File: src/rtl/sut_sequencer.sv
// sut_sequencer: timing and run-control sequencer for the 16-QAM SUT chain.
// It derives the sample and symbol strobes, gates data insertion and picks the
// decision phase. It also switches the pulse filter only on symbol boundaries.
// Every strobe is a register output. Each one is loaded from the next-cycle
// values of the counters and the state.
module sut_sequencer #(
  parameter int SAM_DIV    = 4,
  parameter int SPS        = 4,
  parameter int FLUSH_SYMS = 8
) (
  input  logic        sys_clk,
  input  logic        reset,
  input  logic        start,
  input  logic        stop,
  input  logic        sw_sel,
  input  logic [3:0]  dec_phase,
  output logic        sam_clk_ena,
  output logic        sym_clk_ena,
  output logic [3:0]  sample_phase,
  output logic        insert_ena,
  output logic        decision_ena,
  output logic        filter_sel,
  output logic [1:0]  state,
  output logic [15:0] sym_count
);

  localparam int DW = $clog2(SAM_DIV);
  localparam logic [DW-1:0] DIV_LAST = DW'(SAM_DIV - 1);
  localparam logic [3:0]    PH_LAST  = 4'(SPS - 1);
  localparam logic [7:0]    FL_LAST  = 8'(FLUSH_SYMS - 1);

  typedef enum logic [1:0] {
    IDLE  = 2'd0,
    FLUSH = 2'd1,
    RUN   = 2'd2,
    DRAIN = 2'd3
  } state_t;

  state_t        cur_st;
  state_t        nxt_st;
  logic [DW-1:0] div_cnt;
  logic [DW-1:0] div_nxt;
  logic [3:0]    phase_nxt;
  logic [3:0]    cap_phase;
  logic [7:0]    sym_in_state;
  logic          stop_seen;
  logic          stop_eff;
  logic          sam_nxt;
  logic          sym_nxt;
  logic          dec_nxt;
  logic          ins_nxt;

  assign state = cur_st;

  // Next state, next counter values and the strobe values for the next cycle
  always_comb begin
    nxt_st    = cur_st;
    stop_eff  = stop_seen | stop;
    div_nxt   = '0;
    phase_nxt = sample_phase;
    sam_nxt   = 1'b0;
    sym_nxt   = 1'b0;
    dec_nxt   = 1'b0;
    ins_nxt   = 1'b0;

    case (cur_st)
      IDLE: begin
        if (start && !stop) nxt_st = FLUSH;
      end
      FLUSH: begin
        if (sym_clk_ena) begin
          if (stop_eff) nxt_st = IDLE;
          else if (sym_in_state == FL_LAST) nxt_st = RUN;
        end
      end
      RUN: begin
        if (sym_clk_ena && stop_eff) nxt_st = DRAIN;
      end
      DRAIN: begin
        if (sym_clk_ena && sym_in_state == FL_LAST) nxt_st = IDLE;
      end
      default: nxt_st = IDLE;
    endcase

    if (nxt_st == IDLE || cur_st == IDLE) div_nxt = '0;
    else if (div_cnt == DIV_LAST) div_nxt = '0;
    else div_nxt = div_cnt + DW'(1);

    if (nxt_st == IDLE) phase_nxt = 4'd0;
    else if (sam_clk_ena) phase_nxt = (sample_phase == PH_LAST) ? 4'd0 : sample_phase + 4'd1;

    sam_nxt = (nxt_st != IDLE) && (div_nxt == DIV_LAST);
    sym_nxt = sam_nxt && (phase_nxt == PH_LAST);
    dec_nxt = (nxt_st == RUN || nxt_st == DRAIN) && sam_nxt && (phase_nxt == cap_phase);
    ins_nxt = (nxt_st == RUN) && (phase_nxt == 4'd0);
  end

  // State register, counters, strobe registers and run bookkeeping
  always_ff @(posedge sys_clk) begin
    if (reset) begin
      cur_st       <= IDLE;
      div_cnt      <= '0;
      sample_phase <= 4'd0;
      sam_clk_ena  <= 1'b0;
      sym_clk_ena  <= 1'b0;
      decision_ena <= 1'b0;
      insert_ena   <= 1'b0;
      filter_sel   <= 1'b0;
      cap_phase    <= 4'd0;
      sym_in_state <= 8'd0;
      stop_seen    <= 1'b0;
      sym_count    <= 16'd0;
    end else begin
      cur_st       <= nxt_st;
      div_cnt      <= div_nxt;
      sample_phase <= phase_nxt;
      sam_clk_ena  <= sam_nxt;
      sym_clk_ena  <= sym_nxt;
      decision_ena <= dec_nxt;
      insert_ena   <= ins_nxt;

      if (cur_st == IDLE || sym_clk_ena) filter_sel <= sw_sel;

      if (cur_st == IDLE && nxt_st == FLUSH)
        cap_phase <= (dec_phase > PH_LAST) ? PH_LAST : dec_phase;

      if (nxt_st != cur_st) sym_in_state <= 8'd0;
      else if (sym_clk_ena && (cur_st == FLUSH || cur_st == DRAIN))
        sym_in_state <= sym_in_state + 8'd1;

      if (nxt_st != cur_st) stop_seen <= 1'b0;
      else if (stop && (cur_st == FLUSH || cur_st == RUN)) stop_seen <= 1'b1;

      if (cur_st == IDLE && nxt_st == FLUSH) sym_count <= 16'd0;
      else if (cur_st == RUN && sym_clk_ena) sym_count <= sym_count + 16'd1;
    end
  end

endmodule
File: config.mk
export PLATFORM = sky130hd
export DESIGN_NAME = sut_sequencer
export DESIGN_NICKNAME = d
export VERILOG_FILES = /design/src/rtl/sut_sequencer.sv
export SDC_FILE = /design/constraint.sdc
export NUM_CORES = 1
export LEC_CHECK = 0
export CAP_MARGIN = 20
export CORE_MARGIN = 2
export CORE_UTILIZATION = 35
export CTS_CLUSTER_SIZE = 25
export DETAILED_ROUTE_END_ITERATION = 10
export DONT_BUFFER_PORTS = 1
export PLACE_DENSITY_LB_ADDON = 0.08
export SYNTH_ARGS = -nofsm -noshare
export SYNTH_HDL_FRONTEND = slang
export SYNTH_SLANG_ARGS = --single-unit
File: constraint.sdc
create_clock -name sys_clk -period 2.55 [get_ports sys_clk]
set_clock_uncertainty 0.1 [all_clocks]
set_input_delay 0.51 -clock sys_clk [delete_from_list [all_inputs] [get_ports sys_clk]]
set_output_delay 0.51 -clock sys_clk [all_outputs]
set_load 0.05 [all_outputs]
Word-level counts from Yosys, hierarchy flattened
Index checks and enable logic that the tools add are counted.
{"block": "word_totals", "elab_cells": 68, "mem_count": 0, "out_inout_bits": 27, "latchBits": 0, "in_bits": 9, "mem_bits_rw": 0, "mem_bits_ro": 0, "reg_bits": 42}
{"block": "classes", "n_div": 0, "n_bitwise": 1, "n_reduce_logical": 24, "eq_ne": 13, "multipliers": 0, "addsub": 4, "muxes": 13, "order_cmp": 1, "shift": 0}
{"op": "$add A16 B1 Y16 const B", "n": 1}
{"op": "$mux W2", "n": 8}
{"op": "$mux W4", "n": 4}
{"op": "$eq A2 B2 Y1 const B", "n": 6}
{"op": "$logic_and A1 B1 Y1", "n": 12}
{"op": "$add A8 B1 Y8 const B", "n": 1}
{"op": "$eq A4 B2 Y1 const B", "n": 2}
{"op": "$eq A8 B3 Y1 const B", "n": 1}
{"op": "$pmux W2 S4", "n": 1}
{"op": "$logic_or A1 B1 Y1", "n": 5}
{"op": "$add A4 B1 Y4 const B", "n": 1}
{"op": "$eq A2 B1 Y1 const B", "n": 2}
{"op": "$eq A4 B4 Y1", "n": 1}
{"op": "$gt A4 B2 Y1 const B", "n": 1}
{"op": "$logic_not A2 Y1", "n": 2}
{"op": "$logic_not A4 Y1", "n": 1}
{"op": "$reduce_or A2 Y1", "n": 2}
{"op": "$add A2 B1 Y2 const B", "n": 1}
{"op": "$ne A2 B2 Y1", "n": 1}
{"op": "$reduce_bool A2 Y1", "n": 1}
{"op": "$logic_not A1 Y1", "n": 1}
{"op": "$or A1 B1 Y1", "n": 1}

Longest topological paths before layout
{"block": "logic_depth", "word_depth": 12, "depth_mapped": 10}

Worst setup path after synthesis
Ideal clock, no wire load.
{"block": "synth_path", "path_kind": "flip-flop to flip-flop", "from": "register cur_st[0], in the netlist state[0]", "to": "register stop_seen", "stages_incl_launch_ff": 11, "slack_ps": -62, "n_path_buf": 2, "arrival_ps": 2448, "cell_sequence": "dfxtp_1 > inv_1 > ha_1 > and2_1 > clkbuf_1 > o21ai_0 > a21oi_1 > a2bb2oi_1 > or4_1 > clkbuf_1 > nor2_1"}
{"block": "synth_via", "elab_chain_len": 6, "word_cells_on_any_way": 15, "classes_between": "4 x eq/ne; 7 x mux; 4 x reduce/logical"}
{"element": "from (decl)", "line": "39", "text": "state_t cur_st;"}
{"element": "from (signal assigned)", "line": "114", "text": "cur_st <= nxt_st;"}
{"element": "$mux W2", "line": "73", "text": "else if (sym_in_state == FL_LAST) nxt_st = RUN;"}
{"element": "$mux W2", "line": "72", "text": "if (stop_eff) nxt_st = IDLE;"}
{"element": "$mux W2", "line": "71", "text": "if (sym_clk_ena) begin"}
{"element": "$pmux W2 S4", "line": "66", "text": "case (cur_st)"}
{"element": "$ne A2 B2 Y1", "line": "131", "text": "if (nxt_st != cur_st) stop_seen <= 1'b0;"}
{"element": "$reduce_or A2 Y1 (no line)"}
{"element": "to (signal assigned)", "line": "111", "text": "stop_seen <= 1'b0;"}
{"element": "to (signal assigned)", "line": "131"}
{"element": "to (signal assigned)", "line": "132", "text": "else if (stop && (cur_st == FLUSH || cur_st == RUN)) stop_seen <= 1'b1;"}
{"element": "to (decl)", "line": "46", "text": "logic stop_seen;"}
Parallel ways exist; a longest one is shown, timed or not.
A chain may end at the register's enable or synchronous reset.

Worst setup path after layout
{"block": "layout_path", "from": "register sym_in_state[3]", "to": "register decision_ena"}
{"block": "layout_via", "elab_chain_len": 12, "word_cells_on_any_way": 20, "classes_between": "5 x eq/ne; 7 x mux; 8 x reduce/logical"}
{"element": "from (decl)", "line": "45", "text": "logic [7:0] sym_in_state;"}
{"element": "from (signal assigned)", "line": "129", "text": "sym_in_state <= sym_in_state + 8'd1;"}
{"element": "$eq A8 B3 Y1 *", "line": "73, 80"}
{"element": "$mux W2", "line": "73"}
{"element": "$mux W2", "line": "72"}
{"element": "$mux W2", "line": "71"}
{"element": "$pmux W2 S4 *", "line": "66"}
{"element": "$logic_not A2 Y1", "line": "85, 89"}
{"element": "$logic_or A1 B1 Y1", "line": "85", "text": "if (nxt_st == IDLE || cur_st == IDLE) div_nxt = '0;"}
{"element": "$mux W2", "line": "85"}
{"element": "$eq A2 B2 Y1", "line": "92", "text": "sam_nxt = (nxt_st != IDLE) && (div_nxt == DIV_LAST);"}
{"element": "$logic_and A1 B1 Y1", "line": "92"}
{"element": "$logic_and A1 B1 Y1", "line": "94", "text": "dec_nxt = (nxt_st == RUN || nxt_st == DRAIN) && sam_nxt && (phase_nxt == cap_phase);"}
{"element": "$logic_and A1 B1 Y1 *", "line": "94"}
{"element": "to (signal assigned)", "line": "119", "text": "decision_ena <= dec_nxt;"}
{"element": "to (decl)", "line": "21", "text": "output logic decision_ena,"}
Every way passes the cells marked *; elsewhere a longest branch is shown, timed or not.

==> impl_metrics.json <==
{
  "outcome": "finished clean",
  "ys_top_cells_by_area": "dfxtp_1 (43%), nor2_1 (8.0%), xor2_1 (6.7%)",
  "drv_slew": 0,
  "ant_nets": 0,
  "cap_violations": 0,
  "yosys_most_used_dff": "dfxtp_1",
  "synth_xor_area_share_pct": 11.2,
  "core_area_um2": 5470,
  "hold-path-endpoint": "state[1]",
  "rsz0062_at_grt": "false",
  "synthToLayoutAreaGrowth_pct": 18.6,
  "async_flop_share_pct": 0,
  "ys_seq_area_share_pct": 42.8,
  "cp_data_arrival_time_ns": 2.53,
  "path_delay_family": "simple AND/OR/NAND/NOR gates",
  "track_usage_pct": 15.0,
  "finalWeightedCongestion": 0.804,
  "viasPerCell": 5.03,
  "wl_mm": 4.19,
  "first_global_vias": 1629,
  "fmax_mhz": 416,
  "setup_violations": 0,
  "initial_core_util_pct": 35.9,
  "synth_common_cells": "dfxtp_1 (42), nor2_1 (42), xor2_1 (15), nand2_1 (13)",
  "r2r_cells": 6,
  "hp-class": "in2reg",
  "overflow": 0,
  "min_from": "reset",
  "synth-compound-area-share_pct": 10.3,
  "worst_pin_slew_ns": 0.558,
  "htreeDepth": 2,
  "yosysUniqueCellTypes": 40,
  "crit_path_cell_trace": "or4b_4 -> or4_4 -> a22oi_1 -> o31ai_1 -> or4_1 -> a21oi_2",
  "dieArea_um2": 6220,
  "cellLeakagePower_uw": 0.000907,
  "fin_tns_setup_ns": 0,
  "crit_path_max_incr_delay_ns": 0.55,
  "drtPass1Iterations": 4,
  "netlist_instances": 227,
  "netlist_area_um2": 1960,
  "die_height_um": 78.9,
  "r2r_start": "sym_in_state[3]",
  "clk_pin_slew_ns": 0.08,
  "dp_hpwl_mm": 3.15,
  "yosys.area_share.simple_pct": 26.8,
  "post_cts_resized": 0,
  "rrSetupSlack_ns": 0.15,
  "synth_enable_flop_cells": 0,
  "drive_above_1_share_pct": 17.3,
  "muxShareOfSynthArea_pct": 1.53,
  "ctsHoldBuffers": 0,
  "cts_tree": "built",
  "antenna_found_initial": 0,
  "path_max_fanout": 4,
  "diodes": 0,
  "post-route-drc-count": 0,
  "hold_viol": 0,
  "synth_fa_ha_area_share_pct": 5.10,
  "placementRows": 27,
  "ir_drop_mv": 0.249,
  "slew_headroom_pct": 62.7,
  "yosys.area.top_type": "dfxtp_1",
  "finalCriticalPeriod_ns": 2.40,
  "cp_data_required_time_ns": 2.68,
  "cts_sinks": 42,
  "synth_top_area_share_pct": 42.8,
  "drtIter0Drc": 29,
  "dp_cells": 321,
  "synth_top_family_by_area": "simple AND/OR/NAND/NOR gates",
  "num-nets-final": 273,
  "cts-root-buf": "clkbuf_8",
  "rr_endpoint": "decision_ena",
  "die_w_um": 78.9,
  "holdPathStages": 1,
  "io_pins": 36,
  "powerDensity_nw_per_um2": 601,
  "crit_buf_inv": 0,
  "wl_per_cell_um": 12.8,
  "crit_slowest_cell": "or4b_4",
  "num_vias": 1646,
  "worst-setup-path-type": "reg2reg",
  "synth_seq_cells": 42,
  "grt_pass1_wl_mm": 7.45,
  "clk_path_buf_depth": 2,
  "cts_made_buffers": 5,
  "grt_max_degree": 18,
  "startpoint_type": "flip-flop",
  "yosys_warnings": 0,
  "port_buffers": 0,
  "synthesis.nets": 244,
  "critPathCaptureType": "flip-flop",
  "synth.avg_cell_area_um2": 8.65,
  "insertion_delay_ns": 0.29,
  "instances_no_fill": 327,
  "fin_crit_sh_pct": 94.2,
  "postCtsSetupBuffers": 0
}
[how the worst max path moves through the flow]
stage                          startpoint            to  slack, ns  cells after the start
after CTS                 sym_in_state[3]  decision_ena       0.14                      6
after global placement    sym_in_state[3]  decision_ena       0.17                      6
after global routing      sym_in_state[3]  decision_ena       0.01                      6
final                     sym_in_state[3]  decision_ena       0.15                      6
after detailed placement  sym_in_state[3]  decision_ena       0.16                      6
after floorplan               sym_clk_ena  decision_ena       0.15                      6
[cells by family after synthesis]
kind of cell / count (synthesis)
compound gates: 33
flops: 42
xor+xnor: 25
fa+ha+maj: 8
mux: 3
simple gates: 104
buf+inv: 12
[power breakdown]
group / switching, uW / internal, uW
clock: 214 / 209
combinational: 166 / 98.0
sequential: 33.8 / 679
[cells in the final DEF (no fill, tap or decap), types with 2 or more instances in the layout]
| master | count |
|---|---|
| or3_1 | 2 |
| dfxtp_1 | 40 |
| and3_1 | 7 |
| xnor2_1 | 10 |
| mux2i_1 | 3 |
| or4_1 | 3 |
| nand2_1 | 13 |
| buf_4 | 29 |
| nor2b_1 | 4 |
| clkbuf_8 | 6 |
| nand3_1 | 8 |
| nand2b_1 | 2 |
| dfxtp_2 | 2 |
| or2_2 | 3 |
| a31oi_1 | 2 |
| o31ai_1 | 2 |
| nor4_1 | 4 |
| nor2_1 | 42 |
| and2_1 | 2 |
| ha_1 | 8 |
| o22ai_1 | 2 |
| nand4_1 | 5 |
| a21oi_1 | 10 |
| xor2_1 | 15 |
| inv_1 | 5 |
| o21ai_0 | 9 |
| nor3_1 | 3 |
[area by class of cell]
cell class,count,area (um2)
repair buffers,29,218
flip-flops and latches,42,843
well taps,72,90.1
multi-input cells,173,1080
inverters,5,18.8
clock buffers,6,82.6
fillers,579,3140
[flip-flops by register name, summed over array words and instances (netlist names)]
| signal | flops |
|---|---|
| sym_count | 16 |
| decision_ena | 1 |
| sym_clk_ena | 1 |
| sam_clk_ena | 1 |
| div_cnt | 2 |
| cap_phase | 4 |
| state | 2 |
| filter_sel | 1 |
| insert_ena | 1 |
| sym_in_state | 8 |
| sample_phase | 4 |
| stop_seen | 1 |
[per-layer routing]
metal	global-route usage [%]	wire (um)	vias to the layer above
li1	-	-	842
met1	17.8	1900	768
met2	26.2	2030	31
met3	4.77	201	5
met4	4.14	51	0
met5	0	0	-
[per-stage QoR]
step                setup slack [ns]  power [uW]  hold WS (ns)  instance area (um2)  util (%)
floorplan                      0.150         916         0.321                 1970         -
global placement               0.173         997         0.329                 2250      41.0
detailed placement             0.161         995         0.336                 2250      41.0
CTS                            0.143        1430         0.167                 2330      42.5
global route                  0.0141        1490         0.151                 2330      42.5
finish                         0.149        1400         0.178                 2330      42.5
No activity file was read; power rests on OpenSTA's default activity.
